$ cat src/rtl/pwm_peripheral.sv
// pwm_peripheral
// Turns the SPI-written control registers into 16 registered user outputs.
// Each channel is forced low, held high, or follows one shared PWM waveform.
// The PWM period is 256 ticks of a prescaled counter. One duty value applies
// to every PWM channel.
//
// Build option: define PWM_SHADOW_EN to make duty changes take effect only at
// period boundaries. Without it, a duty change applies on the next clk.
//
// Parameters:
//   PRESCALE         clk cycles per PWM count tick (>=1)
// Ports:
//   clk              system clock
//   rst_n            asynchronous active-low reset
//   en_reg_out_7_0   output enable, bits 7:0
//   en_reg_out_15_8  output enable, bits 15:8
//   en_reg_pwm_7_0   PWM-mode select, bits 7:0
//   en_reg_pwm_15_8  PWM-mode select, bits 15:8
//   pwm_duty_cycle   duty; high time = duty/256 of period, 0xFF = always high
//   out              registered channel outputs
//   period_start     one-clk pulse at the start of each PWM period
module pwm_peripheral #(
    parameter int unsigned PRESCALE = 13
) (
    input  logic        clk,
    input  logic        rst_n,
    input  logic [7:0]  en_reg_out_7_0,
    input  logic [7:0]  en_reg_out_15_8,
    input  logic [7:0]  en_reg_pwm_7_0,
    input  logic [7:0]  en_reg_pwm_15_8,
    input  logic [7:0]  pwm_duty_cycle,
    output logic [15:0] out,
    output logic        period_start
);

    localparam int unsigned N_CH  = 16;
    localparam int unsigned CNT_W = 8;
    localparam int unsigned PS_W  = (PRESCALE > 1) ? $clog2(PRESCALE) : 1;

    logic [PS_W-1:0]  prescaler;
    logic [CNT_W-1:0] pwm_cnt;
    logic [CNT_W-1:0] duty_active;
    logic             tick_c;
    logic             wrap_c;
    logic             pwm_level_c;
    logic [N_CH-1:0]  en_out_c;
    logic [N_CH-1:0]  en_pwm_c;
    logic [N_CH-1:0]  out_nxt_c;

    assign en_out_c = {en_reg_out_15_8, en_reg_out_7_0};
    assign en_pwm_c = {en_reg_pwm_15_8, en_reg_pwm_7_0};

    // One count tick every PRESCALE clocks; PRESCALE=1 ticks every cycle.
    assign tick_c = (prescaler == PS_W'(PRESCALE - 1));
    assign wrap_c = tick_c && (pwm_cnt == {CNT_W{1'b1}});

    // Prescaler: 0..PRESCALE-1, wrapping.
    always_ff @(posedge clk or negedge rst_n) begin
        if (!rst_n) begin
            prescaler <= '0;
        end else if (tick_c) begin
            prescaler <= '0;
        end else begin
            prescaler <= prescaler + PS_W'(1);
        end
    end

    // PWM counter: free-running modulo 256 on each tick.
    always_ff @(posedge clk or negedge rst_n) begin
        if (!rst_n) begin
            pwm_cnt <= '0;
        end else if (tick_c) begin
            pwm_cnt <= pwm_cnt + CNT_W'(1);
        end
    end

    // Period marker: the cycle after the 255 -> 0 wrap.
    always_ff @(posedge clk or negedge rst_n) begin
        if (!rst_n) begin
            period_start <= 1'b0;
        end else begin
            period_start <= wrap_c;
        end
    end

`ifdef PWM_SHADOW_EN
    // Shadowed duty: captured only in the wrap cycle, so each period is whole.
    always_ff @(posedge clk or negedge rst_n) begin
        if (!rst_n) begin
            duty_active <= '0;
        end else if (wrap_c) begin
            duty_active <= pwm_duty_cycle;
        end
    end
`else
    // Unshadowed duty: follows the register directly, mid-period glitches allowed.
    assign duty_active = pwm_duty_cycle;
`endif

    // 0xFF is special-cased so full duty never drops low at count 255.
    assign pwm_level_c = (duty_active == {CNT_W{1'b1}}) ? 1'b1 : (pwm_cnt < duty_active);

    // Output enable dominates; PWM select chooses waveform over static high.
    assign out_nxt_c = en_out_c & (~en_pwm_c | {N_CH{pwm_level_c}});

    always_ff @(posedge clk or negedge rst_n) begin
        if (!rst_n) begin
            out <= '0;
        end else begin
            out <= out_nxt_c;
        end
    end

endmodule

$ cat config.mk
export PLATFORM = sky130hd
export DESIGN_NAME = pwm_peripheral
export DESIGN_NICKNAME = d
export VERILOG_FILES = /design/src/rtl/pwm_peripheral.sv
export SDC_FILE = /design/constraint.sdc
export NUM_CORES = 1
export LEC_CHECK = 0
export ABC_CLOCK_PERIOD_IN_PS = 2000
export CAP_MARGIN = 20
export CORE_ASPECT_RATIO = 1.4
export CORE_MARGIN = 10
export CORE_UTILIZATION = 39
export CTS_BUF_LIST = sky130_fd_sc_hd__clkbuf_8
export CTS_CLUSTER_DIAMETER = 200
export DETAILED_ROUTE_END_ITERATION = 8
export PLACE_DENSITY = 0.86
export SETUP_SLACK_MARGIN = 0.02
export SYNTH_ARGS = -nofsm -noshare
export SYNTH_HDL_FRONTEND = slang
export SYNTH_SLANG_ARGS = --single-unit
$ cat constraint.sdc
create_clock -name clk -period 2 [get_ports clk]
set_clock_uncertainty 0.15 [all_clocks]
set_input_delay 0.3 -clock clk [delete_from_list [all_inputs] [get_ports clk]]
set_output_delay 0.3 -clock clk [all_outputs]
set_load 0.03 [all_outputs]
# Yosys cells after proc, flatten, opt, wreduce, memory -nomap -nowiden
# Index checks and enable logic that the tools add are counted.
[totals]
wordCells = 16
inputBits = 42
register_bits = 29
[classes]
bitwise_logic = 3
magnitude_cmp = 1
mux = 2
reduce_logical = 1
add_sub_neg = 2
n_eq_ne = 3
[ops]
columns = ["operator", "count"]
rows = [
  ["$and 16x16->16", 1],
  ["$eq 8x8->1 const B", 2],
  ["$not 16->16", 1],
  ["$or 16x16->16", 1],
  ["$add 8x1->8 const B", 1],
  ["$lt 8x8->1", 1],
  ["$add 4x1->4 const B", 1],
  ["$eq 4x4->1 const B", 1],
  ["$mux 4", 1],
  ["$logic_and 1x1->1", 1],
  ["$mux 1", 1],
]

# Logic depth before layout (Yosys ltp)
[depth]
word_depth = 4
ltp_mapped = 7
mapped_depth_nobuf = 6

# Worst setup path before layout
# OpenSTA, ideal clock, no wires.
[synth_timing]
path_type = "register -> register"
from = "register pwm_cnt[5]"
to = "register out[10]"
setup_ps = 122
path_buffers = 1
setup_slack_ps = 115
arrival_time_ps = 1613
path_stages_with_launch = 7
required_ps = 1728
path_cell_list = "dfrtp_1 -> ha_1 -> and4_2 -> o21ai_2 -> o32ai_2 -> buf_6 -> a21boi_2"
[synth_via]
elab_chain_cells = 4
[synth_rtl]
columns = ["element", "line", "source"]
rows = [
  ["from (decl)", "41", "logic [CNT_W-1:0] pwm_cnt;"],
  ["from (signal assigned)", "73", "pwm_cnt <= pwm_cnt + CNT_W'(1);"],
  ["$lt 8x8->1", "101", "assign pwm_level_c = (duty_active == {CNT_W{1'b1}}) ? 1'b1 : (pwm_cnt < duty_active);"],
  ["$mux 1", "101", ""],
  ["$or 16x16->16", "104", "assign out_nxt_c = en_out_c & (~en_pwm_c | {N_CH{pwm_level_c}});"],
  ["$and 16x16->16", "104", ""],
  ["net out_nxt_c[10]", "48", "logic [N_CH-1:0] out_nxt_c;"],
  ["to (signal assigned)", "110", "out <= out_nxt_c;"],
  ["to (decl)", "32", "output logic [15:0] out,"],
]
# The timed path passes the listed nets, and every way through them passes these cells.
# A chain may end at the register's enable or synchronous reset.

# Worst setup path after layout
[layout_timing]
from = "register pwm_cnt[5]"
to = "register out[4]"
# The elaborated chain is that of the path after synthesis.

==> results_dict.tcl <==
set metrics [dict create \
    grt_use_total_pct 12.5 \
    die_x_um 69.9 \
    fp.dieArea_um2 6290 \
    cts_sinks 29 \
    critPathKind "reg -> reg" \
    numCtsBuffers 5 \
    placement.cell_area_um2 2020 \
    crit_fanout 6 \
    cts-root-buf "clkbuf_8" \
    yosysSeqAreaShare_pct 53.3 \
    finalPower_mw 1.29 \
    layout_min_cycle_time_ns 1.90 \
    dr.pass1.iters 6 \
    fin_nets 230 \
    syn_avg_cell_area_um2 12.7 \
    clock_path_buffers 2 \
    antenna_found_initial 0 \
    post-place-ws_ns -0.418 \
    cp_slowest_cell "dfrtp_2" \
    initial_core_util_pct 40.3 \
    rows 25 \
    ys_top_cells_by_area "dfrtp_1, ha_1, a21boi_2" \
    timing.fmax_mhz 526 \
    outcome "finished clean" \
    cp_num_buf_inv 1 \
    final_area_um2 2200 \
    wl_met3_um 278 \
    drv_slew 0 \
    power_density_nw_per_um2 587 \
    area_growth_pct 61.9 \
    ctsHoldBuffers 0 \
    diodes 0 \
    cp_slowest_stage_delay_ns 0.44 \
    dr_total_vias 1098 \
    drtAntennaViolNets 0 \
    hp-class "in -> async" \
    ys_seq_elements 29 \
    synth_cell_types 27 \
    p_leak_nw 0.945 \
    cp-start-kind "register" \
    first_global_vias 1245 \
    wl_per_cell_um 17.8 \
    yosys.area.top_type "dfrtp_1" \
    die_h_um 89.9 \
    vias_per_cell 5.04 \
    cp_top_family "compound AO/OA/AOI/OAI gates" \
    rsz0062_at_grt "yes" \
    coreArea_um2 3380 \
    hold_viol_final 0 \
    ir_worst_vdd_uv 551 \
    syn-cell-area_um2 1360 \
    cap_violations 0 \
    grt_pass1_wl_um 6410 \
    finalSetupViolCount 0 \
    syn_nets 159 \
    routed_wl_um 3880 \
    wl_met2_um 2200 \
    path_cells "ha_4 > and4_4 > o21ai_2 > o32ai_4 > buf_6 > a21boi_0" \
    drtIter0Drc 43 \
    worst_slack_ns 0.0990 \
    worst_pin_slew_ns 0.374 \
    grt_max_degree 30 \
    drive_above_1_share_pct 23.6 \
    holdWs_ns 0.260 \
    critPathArrivalTime_ns 1.90 \
    worstSkewPairLatency_ns 0.28 \
    post-route-drc-count 0 \
    top_layer_used "met4" \
    cts_tree "built" \
    routabilityCongestion 0.799 \
    relSlewSlack_pct 75.1 \
    synth_top_cell_area_share_pct 53.3 \
    cp.required_ns 2.00 \
    hpwl_um 3000 \
    post-route-period-util_pct 95.1 \
    cts-htree-levels 2 \
    portBuffers 58 \
    clkTransAtPathRegs_ns 0.06 \
    syn_inst 107 \
    yosys_warnings 0 \
    io_pins 59 \
    endpoint_kind "register" \
    wl_met1_um 1330 \
    overflow 0 \
]
==> cell usage after synthesis, drive strengths merged <==
master and instances:
and3 2, a21oi 2, o32ai 1, a2111oi 1
xor2 2, o21ai 2, nand4 5, o21a 1
inv 11, buf 2, nor3 1, a21boi 16
xnor2 6, and4 1, dfrtp 29, o41ai 1
nand2 3, nand2b 1, nand3 1, a21o 1
ha 10, mux2 1, nor2 6, a41o 1
==> area by class of cell <==
class / instances / area, um2
clock buffers: 6 / 82.6
clock inverters: 1 / 3.75
fillers: 251 / 1170
inverters: 11 / 41.3
multi-input cells: 65 / 652
flip-flops and latches: 29 / 727
well taps: 40 / 50.0
repair buffers: 66 / 647
==> final timing paths <==
kind                              start  depth (start not counted)            to  slack, ns
setup / recovery             pwm_cnt[5]                          6        out[4]        0.1
hold / removal                    rst_n                          2    pwm_cnt[0]       0.26
setup reg to reg             pwm_cnt[5]                          6        out[4]        0.1
hold reg to reg            prescaler[0]                          1  prescaler[0]       0.35
max in group asynchronous         rst_n                          2    pwm_cnt[5]       1.14
min in group clk           prescaler[0]                          1  prescaler[0]       0.35
==> state kept, by name, summed over array words and instances, names as in the netlist <==
name and count:
out 16, period_start 1, prescaler 4, pwm_cnt 8
==> cells by family (layout without fill, tap and decap cells) <==
kind of cell | Yosys count | in the layout | share of synthesized area, %
XOR/XNOR | 8 | 8 | 5.15
buffers and inverters | 13 | 84 | 4.23
flip-flops | 29 | 29 | 53.3
multiplexers | 1 | 1 | 0.827
adder cells (fa/ha/maj) | 10 | 10 | 9.19
AND/OR/NAND/NOR | 20 | 20 | 8.18
AO/OA/AOI/OAI | 26 | 26 | 19.1
==> routing by layer <==
metal / vias to the layer above / track usage, %
li1: 511 / -
met1: 535 / 12.4
met2: 46 / 22.3
met3: 6 / 4.29
met4: 0 / 6.44
met5: - / 0
==> what timing repair did <==
action	in CTS	in global routing
cloned	1	0
setup endpoints to repair	16	16
setup buffers	0	1
pin swaps	2	2
gates resized for setup	19	5
==> metrics by stage <==
stage / util, % / instances / TNS [ns]
after CTS: 64.5 / 217 / 0
after detailed placement: 59.8 / 209 / -5.53
after global placement: 59.8 / 209 / -4.01
final: 65.2 / 218 / 0
after floorplan: - / 107 / 0
after global routing: 65.2 / 218 / 0
==> power breakdown <==
part / internal [mW] / leakage (nW) / switching (mW)
registers: 0.604 / 0.346 / 0.00503
logic: 0.125 / 0.551 / 0.0906
clock network: 0.267 / 0.0485 / 0.201
==> worst reg2reg max path, stage by stage, from the launching register on <==
cell and delay, ns:
dfrtp_2 0.44, ha_4 0.28, and4_4 0.21, o21ai_2 0.07
o32ai_4 0.37, buf_6 0.18, a21boi_0 0.08
==> cell usage in the layout, fill, tap and decap left out, types with 3 or more instances in the layout <==
cell | Yosys | routed
a21boi_2 | 10 | 11
xnor2_1 | 6 | 6
a21boi_0 | 6 | 3
dfrtp_1 | 29 | 28
ha_4 | 0 | 4
buf_4 | 0 | 5
ha_1 | 10 | 6
nand2_1 | 3 | 3
buf_6 | 1 | 3
dlygate4sd2_1 | 0 | 4
clkdlybuf4s50_1 | 0 | 54
nand4_1 | 5 | 5
inv_1 | 11 | 10
nor2_1 | 6 | 5
clkbuf_8 | 0 | 6
Note: power is estimated with default switching activity, not from simulation.
